[config.mk]
export PLATFORM = sky130hd
export DESIGN_NAME = ls_unit
export DESIGN_NICKNAME = d
export VERILOG_FILES = /design/src/rtl/ls_unit.sv
export SDC_FILE = /design/constraint.sdc
export NUM_CORES = 1
export LEC_CHECK = 0
export ABC_CLOCK_PERIOD_IN_PS = 2650
export BUFFER_PORTS_ARGS = -buffer_cell sky130_fd_sc_hd__buf_2
export CORE_AREA = 2 2 276 278
export DETAILED_ROUTE_END_ITERATION = 6
export DIE_AREA = 0 0 278 280
export PLACE_DENSITY = 0.5
export SLEW_MARGIN = 20
export SYNTH_ARGS = -nofsm -noshare
export SYNTH_HDL_FRONTEND = slang
export SYNTH_SLANG_ARGS = --single-unit
[constraint.sdc]
create_clock -name clk -period 2.65 [get_ports clk]
set_input_delay 0.1325 -clock clk [delete_from_list [all_inputs] [get_ports clk]]
set_output_delay 0.1325 -clock clk [all_outputs]
set_load 0.02 [all_outputs]
[src/rtl/ls_unit.sv]
// Load/store execution unit: takes one issued memory op, drives a held request to
// mem_ctrl, formats the returned data and broadcasts completion on the wb bus.
module ls_unit #(
   parameter int unsigned XLEN        = 32,
   parameter int unsigned VLEN        = 128,
   parameter int unsigned SB_SIZE_WID = 4,
   parameter int unsigned REG_WID     = 5
) (
   input  logic                   clk,
   input  logic                   rst,
   input  logic                   sb_valid,
   output logic                   sb_vacant,
   input  logic                   sb_we,
   input  logic                   sb_vec,
   input  logic [2:0]             sb_funct,
   input  logic [XLEN-1:0]        sb_base,
   input  logic [XLEN-1:0]        sb_imm,
   input  logic [XLEN-1:0]        sb_len,
   input  logic [VLEN-1:0]        sb_src,
   input  logic [SB_SIZE_WID-1:0] sb_pos,
   input  logic [REG_WID-1:0]     sb_rd,
   output logic                   mc_valid,
   output logic                   mc_we,
   output logic [XLEN-1:0]        mc_addr,
   output logic [XLEN-1:0]        mc_len,
   output logic [VLEN-1:0]        mc_src,
   input  logic                   mc_done,
   input  logic [VLEN-1:0]        mc_data,
   output logic                   wb_valid,
   output logic [SB_SIZE_WID-1:0] wb_pos,
   output logic [REG_WID-1:0]     wb_rd,
   output logic [VLEN-1:0]        wb_value
);

   localparam int unsigned     NumBytes = VLEN / 8;
   localparam logic [XLEN-1:0] MaxLen   = XLEN'(NumBytes);

   typedef enum logic [1:0] {StIdle, StReq, StWb} state_e;

   state_e                 state_q, state_d;
   logic                   vacant_q, vacant_d;
   logic                   we_q, we_d;
   logic                   vec_q, vec_d;
   logic [2:0]             funct_q, funct_d;
   logic [XLEN-1:0]        addr_q, addr_d;
   logic [XLEN-1:0]        len_q, len_d;
   logic [VLEN-1:0]        src_q, src_d;
   logic [SB_SIZE_WID-1:0] pos_q, pos_d;
   logic [REG_WID-1:0]     rd_q, rd_d;
   logic [VLEN-1:0]        value_q, value_d;
   logic [XLEN-1:0]        issue_len;

   // Keep bytes [0, n) of d, zero the rest.
   function automatic logic [VLEN-1:0] mask_bytes(input logic [VLEN-1:0] d,
                                                  input logic [XLEN-1:0] n);
      logic [VLEN-1:0] r;
      r = '0;
      for (int unsigned i = 0; i < NumBytes; i++) begin
         if (XLEN'(i) < n) r[8*i +: 8] = d[8*i +: 8];
      end
      return r;
   endfunction

   // Illegal encodings fall through to the word case.
   function automatic logic [VLEN-1:0] fmt_scalar(input logic [2:0] f,
                                                  input logic [XLEN-1:0] w);
      logic [XLEN-1:0] r;
      case (f)
         3'b000:  r = {{(XLEN-8){w[7]}}, w[7:0]};
         3'b001:  r = {{(XLEN-16){w[15]}}, w[15:0]};
         3'b100:  r = {{(XLEN-8){1'b0}}, w[7:0]};
         3'b101:  r = {{(XLEN-16){1'b0}}, w[15:0]};
         default: r = w;
      endcase
      return VLEN'(r);
   endfunction

   always_comb begin
      issue_len = XLEN'(4);
      if (sb_vec) begin
         issue_len = (sb_len > MaxLen) ? MaxLen : sb_len;
      end else begin
         case (sb_funct[1:0])
            2'b00:   issue_len = XLEN'(1);
            2'b01:   issue_len = XLEN'(2);
            default: issue_len = XLEN'(4);
         endcase
      end
   end

   always_ff @(posedge clk or negedge rst) begin
      if (!rst) begin
         state_q  <= StIdle;
         vacant_q <= 1'b1;
         we_q     <= 1'b0;
         vec_q    <= 1'b0;
         funct_q  <= '0;
         addr_q   <= '0;
         len_q    <= '0;
         src_q    <= '0;
         pos_q    <= '0;
         rd_q     <= '0;
         value_q  <= '0;
      end else begin
         state_q  <= state_d;
         vacant_q <= vacant_d;
         we_q     <= we_d;
         vec_q    <= vec_d;
         funct_q  <= funct_d;
         addr_q   <= addr_d;
         len_q    <= len_d;
         src_q    <= src_d;
         pos_q    <= pos_d;
         rd_q     <= rd_d;
         value_q  <= value_d;
      end
   end

   always_comb begin
      state_d = state_q;
      we_d    = we_q;
      vec_d   = vec_q;
      funct_d = funct_q;
      addr_d  = addr_q;
      len_d   = len_q;
      src_d   = src_q;
      pos_d   = pos_q;
      rd_d    = rd_q;
      value_d = value_q;
      unique case (state_q)
         StIdle: begin
            if (sb_valid) begin
               we_d    = sb_we;
               vec_d   = sb_vec;
               funct_d = sb_funct;
               addr_d  = sb_base + sb_imm;
               len_d   = issue_len;
               src_d   = mask_bytes(sb_src, issue_len);
               pos_d   = sb_pos;
               rd_d    = sb_rd;
               value_d = '0;
               state_d = (issue_len == '0) ? StWb : StReq;
            end
         end
         StReq: begin
            if (mc_done) begin
               value_d = vec_q ? mask_bytes(mc_data, len_q)
                               : fmt_scalar(funct_q, mc_data[XLEN-1:0]);
               state_d = StWb;
            end
         end
         StWb:    state_d = StIdle;
         default: state_d = StIdle;
      endcase
      vacant_d = (state_d == StIdle);
   end

   always_comb begin
      sb_vacant = vacant_q;
      mc_valid  = (state_q == StReq);
      mc_we     = we_q;
      mc_addr   = addr_q;
      mc_len    = len_q;
      mc_src    = src_q;
      wb_valid  = (state_q == StWb);
      wb_pos    = wb_valid ? pos_q : '0;
      wb_rd     = (wb_valid && !we_q) ? rd_q : '0;
      wb_value  = (wb_valid && !we_q) ? value_q : '0;
   end

endmodule

==> summary.txt <==
Clocking
  • Worst skew pair latency: 0.57 ns
  • Clk sink count: between 300 and 400
  • TritonCTS clock tree: built
  • Buffer depth of the longest clock path: 3
  • H-Tree Depth: 2
  • Root buffer cell: sky130_fd_sc_hd__clkbuf_16
  • Clock edge transition at the registers on the reported setup and hold paths: 0.06 ns
  • Clock buffer count from CTS: 42

STA
  • Hold Vio Cnt, Final: 0
  • Number of max-slew violations in the final report: 0
  • Post-route minimum period: 2.49 ns
  • Slew margin rel.: ~42%
  • Tightest Pin Transition: ~0.87 ns
  • Setup skew after layout: around 0.018 ns
  • Timing-limited maximum frequency: approximately 400 MHz
  • Number of failing setup endpoints in the final timing report: 0
  • Final worst-path cycle share: 93.9%

Logic synthesis
  • Library cell with the largest summed area after synthesis: sky130_fd_sc_hd__dfrtp_1
  • Count of different cell masters after synthesis: 61
  • Register area share after synthesis: between 50% and 60%
  • Area share of the largest cell type after synthesis: between 50% and 60%
  • Post-synthesis instance total: about 1400
  • Fraction of registers with async set/reset: 100%
  • Top flip-flop cell by instance count after synthesis: sky130_fd_sc_hd__dfrtp_1
  • Leading cell types by total area after synthesis: sky130_fd_sc_hd__dfrtp_1 55%, sky130_fd_sc_hd__a22o_1 12%, sky130_fd_sc_hd__and2_1 7.1%
  • Avg Inst Size Synth: 10.8 um2
  • Number of warnings printed during yosys synthesis: 0
  • Post-synth EDFFs: 0
  • Most common library cells after synthesis: 336 x sky130_fd_sc_hd__dfrtp_1, 216 x sky130_fd_sc_hd__a22o_1, 179 x sky130_fd_sc_hd__nand2_1, 172 x sky130_fd_sc_hd__and2_1, 85 x sky130_fd_sc_hd__o21ai_0
  • Synthesized Nets: 1807
  • Total standard cell area after synthesis: ~15000 um2
  • Most numerous cell in the Yosys netlist: sky130_fd_sc_hd__dfrtp_1
  • Count of state elements after synthesis: 337

Worst setup path
  • Cells on worst reg2reg path: 10
  • Crit path max fanout: 2
  • Crit path capture: mc_addr[26]
  • Setup slack of the worst register-to-register path: about 0.3 ns
  • Worst setup path category: input port to flop
  • Critical path required time: around 3.1 ns
  • Crit end category: flop
  • Endpoint of the most critical register-to-register path: value_q[15]
  • Startpoint of the worst-slack reg-to-reg timing path: mc_len[31]
  • Critical Path Start: sb_imm[0]
  • Category of the worst setup path launch point: input port
  • Critical path data arrival time: roughly 2.9 ns

Floorplanning
  • Vertical die dimension: between 200 and 300 um
  • Effective utilization at floorplan: roughly 20%
  • Rows: approximately 100
  • Die Footprint: 77800 um2
  • Die span in x: ~280 um
  • Core Area: between 70000 and 80000 um2
  • Io pins: 703

Routing
  • Average wire length per cell after detail routing: around 19 um
  • Total number of vias: roughly 15000
  • Post-detailed-route DRC marker count: 0
  • Number of iterations in the first detailed-routing pass: 4
  • Max layer used: met5
  • Iteration-0 DRC count of the detailed router: a little over 700
  • Post-DRT Antenna Nets: 0
  • Routed wire length: about 65 mm
  • Vias per inst: roughly 4.4
  • Metal3 WL: 4.22 mm
  • Detailed-route wire length on metal 1: roughly 27 mm
  • Met2 WL post-DR: roughly 32 mm

Place
  • Total placed cells including tap cells: between 3000 and 4000
  • Post-Place Cell Area: about 20000 um2
  • DP HPWL: ~50 mm
  • Final RePlAce weighted congestion: around 0.93
  • Total of buffers placed on input and output ports: 702

Final layout
  • Area Growth Syn to Fin: 62.3%
  • End-of-flow core utilization: about a third
  • Non-filler cells in the finished layout: around 3500
  • Share of post-route cells with drive strength above 1: 35.8%
  • # nets final: ~2800
  • Post-route cell area: 24700 um2

Global route
  • Gr ovfl total: 0
  • Global Route Usage Sum: about 16%
  • Vias in the first global route: around 16000
  • Global-route wire length before repair: about 97 mm
  • Largest net degree at the start of global routing: approximately 130
  • Initial antenna violation count: 6

Power and ir drop
  • Power per Cell Area: ~780 nW/um2
  • VDD IR-drop max: approximately 0.48 mV
  • Pleak: approximately 13 nW

Job
  • Max-capacitance violation count: 0

Outcome
  • Result of the run: finished, final reports clean

Hold path
  • Min-Delay Path Class: input port to flop
registers in the layout, summed over array words and instances (netlist names), 2 cells and up:
name     cells
mc_addr     32
funct_q      3
state_q      2
pos_q        4
mc_src     128
rd_q         5
mc_len      32
value_q    128
final cells by class:
class | count | area (um2)
fill | 7649 | 50500
sequential | 337 | 8430
timing repair buffer | 1063 | 7070
multi-input combinational | 969 | 6500
tap | 978 | 1220
clock buffer | 60 | 1210
clock inverter | 15 | 163
inverter | 22 | 82.6
antenna | 6 | 15.0
kinds of logic (layout without fill, tap and decap cells):
logic type	count (synthesis)	count (layout)	synth area share [%]
xor gates and xnor gates	25	25	1.44
buffers and inverters	99	1160	2.51
other	0	6	0
AOI/OAI and AO/OA	445	445	22.1
muxes	2	2	0.132
and+or+nand+nor	465	465	15.7
adders and majority gates	32	32	2.68
DFF	337	337	55.4
worst min path at each step:
| stage | from | to | slack (ns) | depth (start not counted) |
|---|---|---|---|---|
| after floorplan | rst | funct_q[0] | -0.16 | 0 |
| after global placement | rst | value_q[65] | 0.18 | 1 |
| after detailed placement | rst | value_q[65] | 0.19 | 1 |
| after CTS | sb_base[1] | mc_addr[1] | 0.003 | 4 |
| after global routing | sb_base[1] | mc_addr[1] | 0.10 | 4 |
| final | sb_imm[26] | mc_addr[28] | 0.05 | 4 |
critical path: stages:
cell and delay, ns:
sky130_fd_sc_hd__dlygate4sd3_1 0.53, sky130_fd_sc_hd__buf_2 0.10, sky130_fd_sc_hd__ha_1 0.17, sky130_fd_sc_hd__inv_1 0.07, sky130_fd_sc_hd__fa_2 0.36, sky130_fd_sc_hd__nor2b_2 0.16, sky130_fd_sc_hd__o2111ai_2 0.17, sky130_fd_sc_hd__a31oi_4 0.26
sky130_fd_sc_hd__o2111ai_2 0.14, sky130_fd_sc_hd__buf_4 0.17, sky130_fd_sc_hd__a21o_1 0.16, sky130_fd_sc_hd__buf_4 0.14, sky130_fd_sc_hd__and2_1 0.14, sky130_fd_sc_hd__xnor2_1 0.12, sky130_fd_sc_hd__o21ai_0 0.08
timing repair:
item                                    CTS  global route
endpoints found under the hold margin   337             0
pin swaps                                 0             2
buffers inserted                          1             0
endpoints found under the setup margin   13            42
gates resized for setup                   0            14
hold buffers                            281             0
cells in the final DEF (no fill, tap or decap), drive strengths merged, types with 31 or more instances in the layout:
master / Yosys / layout
clkbuf: 67 / 60
o21ai: 85 / 85
buf: 10 / 782
nand2: 179 / 179
and2: 172 / 172
a22o: 216 / 216
dfrtp: 336 / 336
ha: 31 / 31
a21oi: 60 / 60
dlygate4sd3: 0 / 281
report_power, final:
group / internal (mW) / leakage [nW] / switching (mW)
combinational: 2.46 / 7.64 / 3.84
clock: 3.39 / 0.667 / 2.38
sequential: 6.37 / 4.47 / 0.804
total: 12.2 / 12.8 / 7.02
stage by stage:
| stage | setup TNS, ns | power (mW) | setup WS [ns] | hold slack, ns |
|---|---|---|---|---|
| after floorplan | 0 | 10.4 | 0.253 | -0.163 |
| after global placement | -0.141 | 13.2 | -0.0980 | 0.176 |
| after detailed placement | -0.242 | 13.3 | -0.0386 | 0.191 |
| after CTS | 0 | 19.6 | 0.0797 | 0.00314 |
| after global routing | -0.00871 | 20.4 | -0.00871 | 0.102 |
| final | 0 | 19.3 | 0.161 | 0.0501 |
layer usage:
metal  up-vias  GRT usage (%)
met5         -              0
met4         4           6.81
met3       130           3.99
met2       611           27.7
met1      7413           19.1
li1       7119              -
(Power assumes the default switching activity.)
